## config.mk

```make
export PLATFORM = sky130hd
export DESIGN_NAME = envelope_vca_flat
export DESIGN_NICKNAME = d
export VERILOG_FILES = /design/src/rtl/envelope_vca_if.sv /design/src/rtl/envelope_vca.sv /design/src/flat_wrapper.sv
export SDC_FILE = /design/constraint.sdc
export NUM_CORES = 1
export LEC_CHECK = 0
export BUFFER_PORTS_ARGS = -buffer_cell sky130_fd_sc_hd__buf_2
export CAP_MARGIN = 15
export CORE_UTILIZATION = 41
export CTS_CLUSTER_SIZE = 20
export DETAILED_ROUTE_END_ITERATION = 10
export HOLD_SLACK_MARGIN = 0.03
export PLACE_DENSITY = 0.68
export SYNTH_ARGS = -nofsm -noshare
export SYNTH_HDL_FRONTEND = slang
export SYNTH_SLANG_ARGS = --single-unit
```

## constraint.sdc

```tcl
create_clock -name Clock -period 3.7 [get_ports Clock]
set_input_delay 0.925 -clock Clock [delete_from_list [all_inputs] [get_ports Clock]]
set_output_delay 0.925 -clock Clock [all_outputs]
set_load 0.05 [all_outputs]
```

## src/rtl/envelope_vca_if.sv

```systemverilog
// Sample-in / result-out handshake bundle for the envelope VCA.
// master = source/sink side (oscillator + mixer), slave = the VCA itself.
interface envelope_vca_if #(
  parameter int WAVE_DEPTH = 8
);
  logic [WAVE_DEPTH-1:0] Sample;
  logic                  SampleValid;
  logic                  SampleReady;
  logic [WAVE_DEPTH-1:0] Envolope;
  logic [WAVE_DEPTH-1:0] Out;
  logic                  OutValid;
  logic                  OutReady;

  modport master (
    output Sample, SampleValid, Envolope, OutReady,
    input  SampleReady, Out, OutValid
  );

  modport slave (
    input  Sample, SampleValid, Envolope, OutReady,
    output SampleReady, Out, OutValid
  );
endinterface

```

## src/rtl/envelope_vca.sv

```systemverilog
// Envelope VCA: Out = floor(Sample*Envolope / 2^WAVE_DEPTH) via shift-add, one envelope bit per clock.
// Optional macro VCA_ROUND_EN adds 2^(WAVE_DEPTH-1) before truncation (round-half-up).
module envelope_vca #(
  parameter int WAVE_DEPTH = 8
) (
  input  logic           Clock,
  input  logic           Reset,
  envelope_vca_if.slave  bus,
  output logic           Busy
);
  localparam int W  = WAVE_DEPTH;
  localparam int CW = $clog2(WAVE_DEPTH + 1);

`ifdef VCA_ROUND_EN
  localparam logic [2*W-1:0] RND = (2*W)'(1) << (W - 1);
`else
  localparam logic [2*W-1:0] RND = '0;
`endif

  typedef enum logic [1:0] {IDLE, MULT, DONE} state_t;

  state_t          state_q, state_d;
  logic [2*W-1:0]  s_q, s_d;     // multiplicand, shifted left each MULT step
  logic [W-1:0]    e_q, e_d;     // multiplier, shifted right each MULT step
  logic [2*W-1:0]  acc_q, acc_d;
  logic [CW-1:0]   i_q, i_d;
  logic [W-1:0]    out_q, out_d;
  logic            ov_q, ov_d;

  logic            accept;
  logic            last;
  logic [2*W-1:0]  acc_fin;

  assign bus.SampleReady = Reset && (state_q == IDLE);
  assign bus.Out         = out_q;
  assign bus.OutValid    = ov_q;
  assign Busy            = (state_q != IDLE);

  assign accept  = bus.SampleValid && bus.SampleReady;
  // Bits 0..W-1 are summed on the first W MULT cycles; the extra cycle at i==W
  // applies rounding and truncation, so latency matches in both builds.
  assign last    = (i_q == CW'(W));
  assign acc_fin = acc_q + RND;

  always_ff @(posedge Clock or negedge Reset) begin
    if (!Reset) begin
      state_q <= IDLE;
      s_q     <= '0;
      e_q     <= '0;
      acc_q   <= '0;
      i_q     <= '0;
      out_q   <= '0;
      ov_q    <= 1'b0;
    end else begin
      state_q <= state_d;
      s_q     <= s_d;
      e_q     <= e_d;
      acc_q   <= acc_d;
      i_q     <= i_d;
      out_q   <= out_d;
      ov_q    <= ov_d;
    end
  end

  always_comb begin
    state_d = state_q;
    s_d     = s_q;
    e_d     = e_q;
    acc_d   = acc_q;
    i_d     = i_q;
    out_d   = out_q;
    ov_d    = ov_q;
    unique case (state_q)
      IDLE: begin
        if (accept) begin
          s_d   = {{W{1'b0}}, bus.Sample};
          e_d   = bus.Envolope;
          acc_d = '0;
          i_d   = '0;
          if (bus.Envolope == '0) begin
            out_d   = '0;
            ov_d    = 1'b1;
            state_d = DONE;
          end else begin
            state_d = MULT;
          end
        end
      end
      MULT: begin
        if (last) begin
          out_d   = acc_fin[2*W-1:W];
          ov_d    = 1'b1;
          state_d = DONE;
        end else begin
          if (e_q[0]) acc_d = acc_q + s_q;
          s_d = s_q << 1;
          e_d = e_q >> 1;
          i_d = i_q + 1'b1;
        end
      end
      DONE: begin
        if (bus.OutReady) begin
          ov_d    = 1'b0;
          state_d = IDLE;
        end
      end
      default: state_d = IDLE;
    endcase
  end
endmodule

```

## src/flat_wrapper.sv

```systemverilog
// flat-port wrapper written by rule: the top's interface ports become plain ports
module envelope_vca_flat 
#(
  parameter int WAVE_DEPTH = 8
)
  (Clock, Reset, Busy, bus_Sample, bus_SampleValid, bus_Envolope, bus_OutReady, bus_SampleReady, bus_Out, bus_OutValid);
  envelope_vca_if #(.WAVE_DEPTH(WAVE_DEPTH)) bus_i ();
  input  logic Clock;
  input  logic Reset;
  output logic Busy;
  input wire logic [$bits(bus_i.Sample)-1:0] bus_Sample;
  input wire logic [$bits(bus_i.SampleValid)-1:0] bus_SampleValid;
  input wire logic [$bits(bus_i.Envolope)-1:0] bus_Envolope;
  input wire logic [$bits(bus_i.OutReady)-1:0] bus_OutReady;
  output wire logic [$bits(bus_i.SampleReady)-1:0] bus_SampleReady;
  output wire logic [$bits(bus_i.Out)-1:0] bus_Out;
  output wire logic [$bits(bus_i.OutValid)-1:0] bus_OutValid;
  assign bus_i.Sample = bus_Sample;
  assign bus_i.SampleValid = bus_SampleValid;
  assign bus_i.Envolope = bus_Envolope;
  assign bus_i.OutReady = bus_OutReady;
  assign bus_SampleReady = bus_i.SampleReady;
  assign bus_Out = bus_i.Out;
  assign bus_OutValid = bus_i.OutValid;
  envelope_vca #(.WAVE_DEPTH(WAVE_DEPTH)) u_core (.Clock(Clock), .Reset(Reset), .bus(bus_i), .Busy(Busy));
endmodule
```

==> flow_summary_export.csv <==
group,metric,value,unit
cells_and_area,layout.cells.non_filler,442,
die,die-area,7810,µm²
worst_setup_path,worstPathRequired,3950,ps
detailed_routing,avgRoutedWirePerCell,14.4,µm
clocking,htree_levels,2,
timing,whs,486,ps
synthesis,synthCells,316,
die,die_h,88.4,µm
synthesis,syn_area,3060,µm²
global_route,antenna_found_initial,0,
cells_and_area,final_core_util,46.9,%
synthesis,synthSimpleGateAreaFrac,15.5,%
synthesis,yosysTopAreaCellShare,45.0,%
global_route,grt_pass1_wl,10600,µm
timing,fin_tns_setup,0,ps
synthesis,synth.distinct_cells,49,
timing,skew,5.58,ps
clocking,cts_buffers,5,
detailed_routing,ant_nets,0,
synthesis,synthAdderAreaFrac,7.60,%
synthesis,syn_nets,354,
worst_setup_path,worstSetupEndpointType,"flip-flop",
die,coreArea,7210,µm²
place,place.gp.congestion,0.848,
timing,setup_violations,0,
place,place_inst,434,
place,detailed_place_hpwl,4780,µm
synthesis,synth_edf_count,0,
global_route,first_global_vias,2256,
power_and_ir_drop,p_total,0.00282,W
timing,hold_viol,0,
min_path,hp-class,"flip-flop to flip-flop",
worst_setup_path,path_max_fanout,26,
clocking,postCtsHoldBufs,0,
worst_setup_path,cp-start-kind,"flip-flop",
synthesis,synth_area_leaders,"dfrtp_1 45%, ha_1 7.0%, nand2_1 5.9%",
clocking,cts_root_buffer,"clkbuf_8",
clocking,cts_tree,"yes",
synthesis,yosysSeqAreaShare,45.0,%
synthesis,yosysWarnings,0,
detailed_routing,drc,0,
global_route,grt_use_total,17.7,%
detailed_routing,drtIter0Drc,104,
cells_and_area,layout.nets,380,
die,initial_utilization,42.4,%
clocking,clock_sinks,55,
worst_setup_path,critPathKind,"flip-flop to flip-flop",
cells_and_area,syn2layout_area_growth,10.6,%
cells_and_area,layout_commonest_cell,"dfrtp_1",
clocking,cts_setup_buffers,0,
power_and_ir_drop,ir_drop,0.358,mV
detailed_routing,vias,2406,
status,status,"completed",
synthesis,synth_flop_cell,"dfrtp_1",
timing,tightest_slew,906,ps
timing,fin_crit_sh,65.9,%
flow_run,max_cap_violations,0,
timing,max_freq,410,MHz
detailed_routing,routed_wl,6360,µm
synthesis,ys_seq_elements,55,
synthesis,synth_xor_area_share,2.86,%
detailed_routing,firstDrtPassIters,4,
clocking,cts_resized,0,
clocking,clk_pin_slew_worst_paths,90,ps
cells_and_area,final_cell_mix,"55 x dfrtp_1, 48 x nand2_1, 31 x o21ai_0",
cells_and_area,n_fill_cell,694,
synthesis,synth-compound-area-share,19.8,%
synthesis,yosysTopAreaCell,"dfrtp_1",
synthesis,muxShareOfSynthArea,5.60,%
clocking,cts_max_path_buffers,2,
global_route,overflow,0,
power_and_ir_drop,p_leak,1.62,nW
die,row_count,31,
die,die-width,88.4,µm
place,numPortBuffers,30,
timing,drv_slew,0,
synthesis,synth-async-reset-ratio,100,%
timing,relSlewSlack,38.8,%
timing,layout_min_cycle_time,2440,ps
global_route,grt_max_degree,49,
cells_and_area,drive_gt1_share,14.9,%
synthesis,synth_top_family_by_area,"compound AO/OA/AOI/OAI gates",
power_and_ir_drop,p_per_area,834,nW/µm²
clocking,clkLatencyLatePin,310,ps
worst_setup_path,critPathArrivalTime,2680,ps
timing,rsz0062_at_grt,"false",
synthesis,synth_area_per_cell,9.68,µm²
cells_and_area,n_antenna_cell,0,
die,ios,31,
detailed_routing,viasPerCell,5.44,
==> Yosys cell counts, types with 3 or more instances <==
cell type  instances
dfrtp_1           55
nand2_1           48
o21ai_0           31
ha_1              17
mux2i_1           16
nand3_1           14
a21oi_1           11
a22o_1            10
o21ai_1           10
inv_1              9
clkbuf_1           8
nor2_1             8
buf_2              7
xor2_1             7
a21o_1             5
and3_1             4
nand4_1            4
nor2b_1            4
a211oi_1           3
and2_1             3
nand2b_1           3
o211ai_1           3
xnor2_1            3
==> metal layers <==
layer / share of wire, % / GRT usage (%)
met5: 0 / 0
met1: 48 / 23.6
met3: 3.2 / 4.38
met4: 0.93 / 3.81
met2: 47 / 29.2
==> final timing paths <==
check / start / to / slack (ps) / cells past startpoint
worst max-delay path: u_core.state_q[1] / u_core.acc_q[13] / 1260 / 7
worst min-delay path: u_core.acc_q[15] / u_core.acc_q[15] / 490 / 1
worst max register to register: u_core.state_q[1] / u_core.acc_q[13] / 1260 / 7
worst min register to register: u_core.acc_q[15] / u_core.acc_q[15] / 490 / 1
max in group asynchronous: Reset / u_core.s_q[14] / 2370 / 3
min in group asynchronous: Reset / u_core.acc_q[12] / 630 / 2
==> metrics by stage <==
step	setup WS, ps	instance area [µm²]
4_1_cts	1250	3390
2_1_floorplan	1430	3060
6_report	1260	3390
5_1_grt	1060	3390
3_5_place_dp	1100	3300
3_3_place_gp	1130	3300
==> state kept, by name, summed over array words and instances, names as in the netlist <==
name and cells:
u_core.acc_q 16, u_core.s_q 16, u_core.bus.Out 8, u_core.e_q 8, u_core.i_q 4, u_core.state_q 2
u_core.bus.OutValid 1
==> cells by family after synthesis <==
group,count (synthesis)
and+or+nand+nor,98
xor gates and xnor gates,10
muxes,17
buffers and inverters,25
DFF,55
adders and majority gates,18
AOI/OAI and AO/OA,93
==> power by group <==
group          internal, W  total, W  switching (W)
logic             0.000544   0.00148       0.000935
clock network     0.000133  0.000326       0.000193
registers         0.000838   0.00102       0.000180
==> worst max-delay path, cell delays in order (launching register included) <==
cell and delay (ps):
dfrtp_1 450, nor2b_2 120, buf_4 330, o21a_1 300, nand2_1 300, buf_4 310
or4b_1 470, nand3_1 80
==> layout make-up <==
cell class / count / area (µm²) / area share, %
Inverter: 9 / 33.8 / 0.998
Sequential cell: 55 / 1380 / 40.7
Tap cell: 99 / 124 / 3.66
Clock buffer: 6 / 72.6 / 2.14
Clock inverter: 2 / 12.5 / 0.370
Timing Repair Buffer: 35 / 188 / 5.54
Multi-Input combinational cell: 236 / 1580 / 46.6
No activity file was read; power rests on OpenSTA's default activity.
